`src/rtl/proc_pkg.sv`:
```
// rtl/proc_pkg.sv - shared types and constants for the 18-bit processor
package proc_pkg;

  localparam int INSTR_W = 18;

  localparam int OP_MSB  = 17;
  localparam int OP_LSB  = 14;
  localparam int RD_MSB  = 13;
  localparam int RD_LSB  = 10;
  localparam int RS1_MSB = 9;
  localparam int RS1_LSB = 6;
  localparam int RS2_MSB = 5;
  localparam int RS2_LSB = 2;
  localparam int IMM_MSB = 5;
  localparam int IMM_LSB = 0;

  localparam logic [3:0] OP_HALT = 4'hF;
  localparam logic [3:0] OP_JMP  = 4'hE;
  localparam logic [3:0] OP_BEZ  = 4'hD;

  typedef enum logic [2:0] {
    S_IDLE,
    S_FETCH,
    S_DECODE,
    S_EXECUTE,
    S_WRITEBACK,
    S_HALT
  } state_t;

endpackage

```
`src/rtl/pc_unit.sv`:
```
// rtl/pc_unit.sv - program counter with increment and sign-extended relative branch
module pc_unit #(
  parameter int ADDR_W = 10
) (
  input  logic              clk,
  input  logic              rst,
  input  logic              inc,
  input  logic              branch,
  input  logic [5:0]        imm,
  output logic [ADDR_W-1:0] pc
);

  logic [ADDR_W-1:0] imm_sext;

  assign imm_sext = {{(ADDR_W-6){imm[5]}}, imm};

  // Both paths wrap naturally at ADDR_W bits.
  always_ff @(posedge clk) begin
    if (rst) begin
      pc <= '0;
    end else if (inc) begin
      pc <= pc + 1'b1;
    end else if (branch) begin
      pc <= pc + imm_sext;
    end
  end

endmodule

```
`src/rtl/instr_sequencer.sv`:
```
// rtl/instr_sequencer.sv - multi-cycle fetch/decode sequencer driving the opcode decoder
module instr_sequencer
  import proc_pkg::*;
#(
  parameter int ADDR_W = 10
) (
  input  logic              clk,
  input  logic              rst,
  output logic              imem_req,
  output logic [ADDR_W-1:0] imem_addr,
  input  logic              imem_ack,
  input  logic [17:0]       imem_rdata,
  input  logic              alu_z,
  output logic [3:0]        op_sel,
  output logic [3:0]        rd_sel,
  output logic [3:0]        rs1_sel,
  output logic [3:0]        rs2_sel,
  output logic [5:0]        imm,
  output logic              wb_en,
  output logic [ADDR_W-1:0] pc,
  output logic              halted
);

  state_t             state;
  state_t             state_nxt;
  logic [INSTR_W-1:0] ir;
  logic               z_q;
  logic               ir_load;
  logic               pc_branch;

  always_ff @(posedge clk) begin
    if (rst) begin
      state <= S_IDLE;
      ir    <= '0;
      z_q   <= 1'b0;
    end else begin
      state <= state_nxt;
      if (ir_load) begin
        ir <= imem_rdata;
      end
      if (state == S_EXECUTE) begin
        z_q <= alu_z;
      end
    end
  end

  always_comb begin
    state_nxt = state;
    ir_load   = 1'b0;
    pc_branch = 1'b0;
    imem_req  = 1'b0;
    wb_en     = 1'b0;
    halted    = 1'b0;
    case (state)
      S_IDLE: begin
        state_nxt = S_FETCH;
      end
      S_FETCH: begin
        imem_req = 1'b1;
        if (imem_ack) begin
          ir_load   = 1'b1;
          state_nxt = S_DECODE;
        end
      end
      S_DECODE: begin
        state_nxt = S_EXECUTE;
      end
      S_EXECUTE: begin
        state_nxt = S_WRITEBACK;
      end
      S_WRITEBACK: begin
        state_nxt = S_FETCH;
        case (op_sel)
          OP_HALT: state_nxt = S_HALT;
          OP_JMP:  pc_branch = 1'b1;
          OP_BEZ:  pc_branch = z_q;
          default: wb_en     = 1'b1;
        endcase
      end
      S_HALT: begin
        halted = 1'b1;
      end
      default: begin
        state_nxt = S_IDLE;
      end
    endcase
  end

  assign op_sel  = ir[OP_MSB:OP_LSB];
  assign rd_sel  = ir[RD_MSB:RD_LSB];
  assign rs1_sel = ir[RS1_MSB:RS1_LSB];
  assign rs2_sel = ir[RS2_MSB:RS2_LSB];
  assign imm     = ir[IMM_MSB:IMM_LSB];

  assign imem_addr = pc;

  pc_unit #(
    .ADDR_W(ADDR_W)
  ) u_pc_unit (
    .clk    (clk),
    .rst    (rst),
    .inc    (ir_load),
    .branch (pc_branch),
    .imm    (imm),
    .pc     (pc)
  );

endmodule

```
`config.mk`:
```
export PLATFORM = sky130hd
export DESIGN_NAME = instr_sequencer
export DESIGN_NICKNAME = d
export VERILOG_FILES = /design/src/rtl/proc_pkg.sv /design/src/rtl/pc_unit.sv /design/src/rtl/instr_sequencer.sv
export SDC_FILE = /design/constraint.sdc
export NUM_CORES = 1
export LEC_CHECK = 0
export ABC_CLOCK_PERIOD_IN_PS = 4550
export BUFFER_PORTS_ARGS = -buffer_cell sky130_fd_sc_hd__buf_2
export CORE_MARGIN = 2
export CORE_UTILIZATION = 52
export DETAILED_ROUTE_END_ITERATION = 10
export MAX_ROUTING_LAYER = met4
export PLACE_DENSITY = 0.94
export SLEW_MARGIN = 20
export SYNTH_ARGS = -nofsm -noshare
export SYNTH_HDL_FRONTEND = slang
export SYNTH_SLANG_ARGS = --single-unit
```
`constraint.sdc`:
```
create_clock -name clk -period 4.55 [get_ports clk]
set_input_delay 0.91 -clock clk [delete_from_list [all_inputs] [get_ports clk]]
set_output_delay 0.91 -clock clk [all_outputs]
set_load 0.05 [all_outputs]
```
==> results.json <==
{
  "num_rows": 20,
  "synth_flop_cell": "dfxtp_1",
  "antenna_left": 0,
  "cts-resized-gates": 0,
  "clockBufferDepth": 2,
  "rsz0062_at_grt": "no",
  "synthToLayoutAreaGrowth_pct": 18.3,
  "cts_root_buf": "clkbuf_4",
  "relSlewSlack_pct": 47.0,
  "io_pins": 67,
  "grt_pass1_vias": 1454,
  "hold_path_class": "flip-flop to flip-flop",
  "max_clock_freq_mhz": 326,
  "synth.distinct_cells": 44,
  "routabilityCongestion": 0.852,
  "cp_max_fo": 21,
  "clkLatencyLatePin_ps": 340,
  "synth_warnings": 0,
  "dieWidth_um": 61.8,
  "cts_max_level": 2,
  "die_y_um": 61.8,
  "max_stage_delay_ps": 430,
  "diodes": 0,
  "start_util_pct": 55.6,
  "dieArea_um2": 3820,
  "num-nets-final": 290,
  "drt_pass1_iterations": 4,
  "ys_seq_area_share_pct": 36.9,
  "max-vdd-ir-drop_uv": 239,
  "cts_tree": "yes",
  "cts_buffers": 5,
  "cellPowerDensity_nw_per_um2": 321,
  "cp_data_arrival_time_ps": 3300,
  "antenna_found_initial": 0,
  "finClkSkew_ps": 10.9,
  "numClockSinks": 32,
  "vias": 1603,
  "syn-num-nets": 241,
  "cp.required_ps": 4780,
  "avgSynthCellArea_um2": 8.16,
  "hp-start": "ir[10]",
  "hpwlAfterDp_um": 2680,
  "grt_pass1_wl_um": 6160,
  "period_needed_ps": 3070,
  "async_flop_share_pct": 0,
  "critPathSlowestCell": "or4_4",
  "drt_iter0_drc": 125,
  "criticalPathCategory": "primary input to flip-flop",
  "drv_cap": 0,
  "cts_setup_buffers": 0,
  "hold_viol": 0,
  "tns_ps": 0,
  "grt_max_degree": 35,
  "setup_viol": 0,
  "timing.rr.start": "state[1]",
  "io_buffers": 66,
  "start_kind": "primary input",
  "routed_wl_um": 3730,
  "hold_buffers": 0,
  "ys_seq_elements": 32,
  "critical_path.endpoint_type": "flip-flop",
  "wl_per_cell_um": 12.1,
  "remaining_drc_errors": 0,
  "netlist_area_um2": 1740,
  "power_leakage_uw": 0.000997,
  "slew_viol_final": 0,
  "status": "finished clean",
  "core-area_um2": 3130,
  "path_cells": "buf_2 -> nand4bb_4 -> nand2_1 -> inv_1 -> ha_1 -> nor2b_1 -> o31a_1 -> or4_4 -> a21oi_2 -> mux2_1",
  "worstMarginPinSlew_ps": 795,
  "final_layout_size_suffix_gt1_share_pct": 31.6,
  "synth_cells": 213,
  "p_total_uw": 659,
  "routed_via_density": 5.22,
  "worstSetupStartpoint": "imem_ack",
  "gr-usage-all-layers_pct": 22.5,
  "synth_edf_count": 0,
  "grt-ovfl-total": 0,
  "clk_pin_slew_ps": 100,
  "fin_crit_sh_pct": 67.5
}
==> critical path: cells and delay by family <==
kind | cells | cell delay (ps)
AO/OA/AOI/OAI | 2 | 450
adder cells (fa/ha/maj) | 1 | 320
buffers and inverters | 2 | 180
multiplexers | 1 | 320
AND/OR/NAND/NOR | 4 | 1110
==> cell usage after synthesis, types with 2 or more instances <==
master	count	area share, %
buf_4	14	6.0
nor2b_1	3	1.1
a21oi_2	2	1.0
mux2i_1	5	2.9
buf_1	2	0.43
nor3_1	6	1.7
nand2_1	42	9.1
inv_1	12	2.6
ha_1	5	3.6
mux2_1	2	1.3
o21a_1	2	0.86
xor2_1	3	1.5
o21ai_0	3	0.86
or4_1	2	0.86
nand3_1	5	1.4
dfxtp_1	32	37
nor2_1	13	2.8
clkbuf_1	4	0.86
buf_2	4	1.2
a21oi_1	26	7.5
o21bai_1	2	0.86
a211oi_1	2	0.86
==> final timing paths <==
check / to / slack (ps) / cells past startpoint
setup / recovery: u_pc_unit.pc[6] / 1480 / 10
hold / removal: ir[10] / 460 / 2
setup reg to reg: u_pc_unit.pc[6] / 1610 / 9
hold reg to reg: ir[10] / 460 / 2
==> metrics by stage <==
step | cells | hold WS, ps | cell area (um^2) | worst slack (ps) | util [%]
2_1_floorplan | 213 | 464 | 1740 | 1490 | -
3_3_place_gp | 299 | 445 | 1980 | 1190 | 63.2
3_5_place_dp | 299 | 446 | 1980 | 1130 | 63.2
4_1_cts | 307 | 461 | 2060 | 1490 | 65.7
5_1_grt | 307 | 480 | 2060 | 1330 | 65.7
6_report | 307 | 460 | 2060 | 1480 | 65.7
==> layout make-up <==
cell class / instances / area, um^2
Fill cell: 277 / 1070
Multi-Input combinational cell: 145 / 905
Sequential cell: 32 / 641
Timing Repair Buffer: 66 / 330
Tap cell: 44 / 55.1
Inverter: 12 / 45.0
Clock inverter: 3 / 42.5
Clock buffer: 5 / 37.5
==> layout by cell type (no fill, tap or decap), types with 2 or more instances in the layout <==
master	Yosys	final
a21oi_1	26	26
mux2i_1	5	5
clkbuf_4	0	5
nor2_1	13	13
buf_2	4	66
ha_1	5	5
o21a_1	2	2
o21ai_0	3	3
nor2b_1	3	3
nor3_1	6	6
a211oi_1	2	2
nand3_1	5	5
nand2_1	42	42
dfxtp_1	32	32
or4_1	2	2
a21oi_2	2	2
o21bai_1	2	2
mux2_1	2	2
inv_1	12	12
xor2_1	3	3
==> metal layers <==
metal	global-route usage (%)	vias up	wire, um
met5	-	-	0
met4	8.81	0	52
met3	7.04	6	286
met2	37.3	63	1790
met1	25.1	727	1600
li1	-	807	-
==> where the power goes <==
part | switching (uW) | internal [uW]
Combinational | 98.4 | 37.9
Sequential | 13.3 | 292
Clock | 103 | 114
==> logic make-up after synthesis <==
| logic type | after synthesis | share of synthesized area [%] |
|---|---|---|
| and+or+nand+nor | 84 | 25.1 |
| AOI/OAI and AO/OA | 44 | 16.0 |
| buffers and inverters | 36 | 11.1 |
| DFF | 32 | 36.9 |
| muxes | 7 | 4.18 |
| adders and majority gates | 6 | 4.75 |
| xor gates and xnor gates | 4 | 2.02 |
==> flip-flops by register name, summed over array words and instances (netlist names) <==
signal        cells
z_q               1
ir               18
u_pc_unit.pc     10
state             3
(Power assumes the default switching activity.)
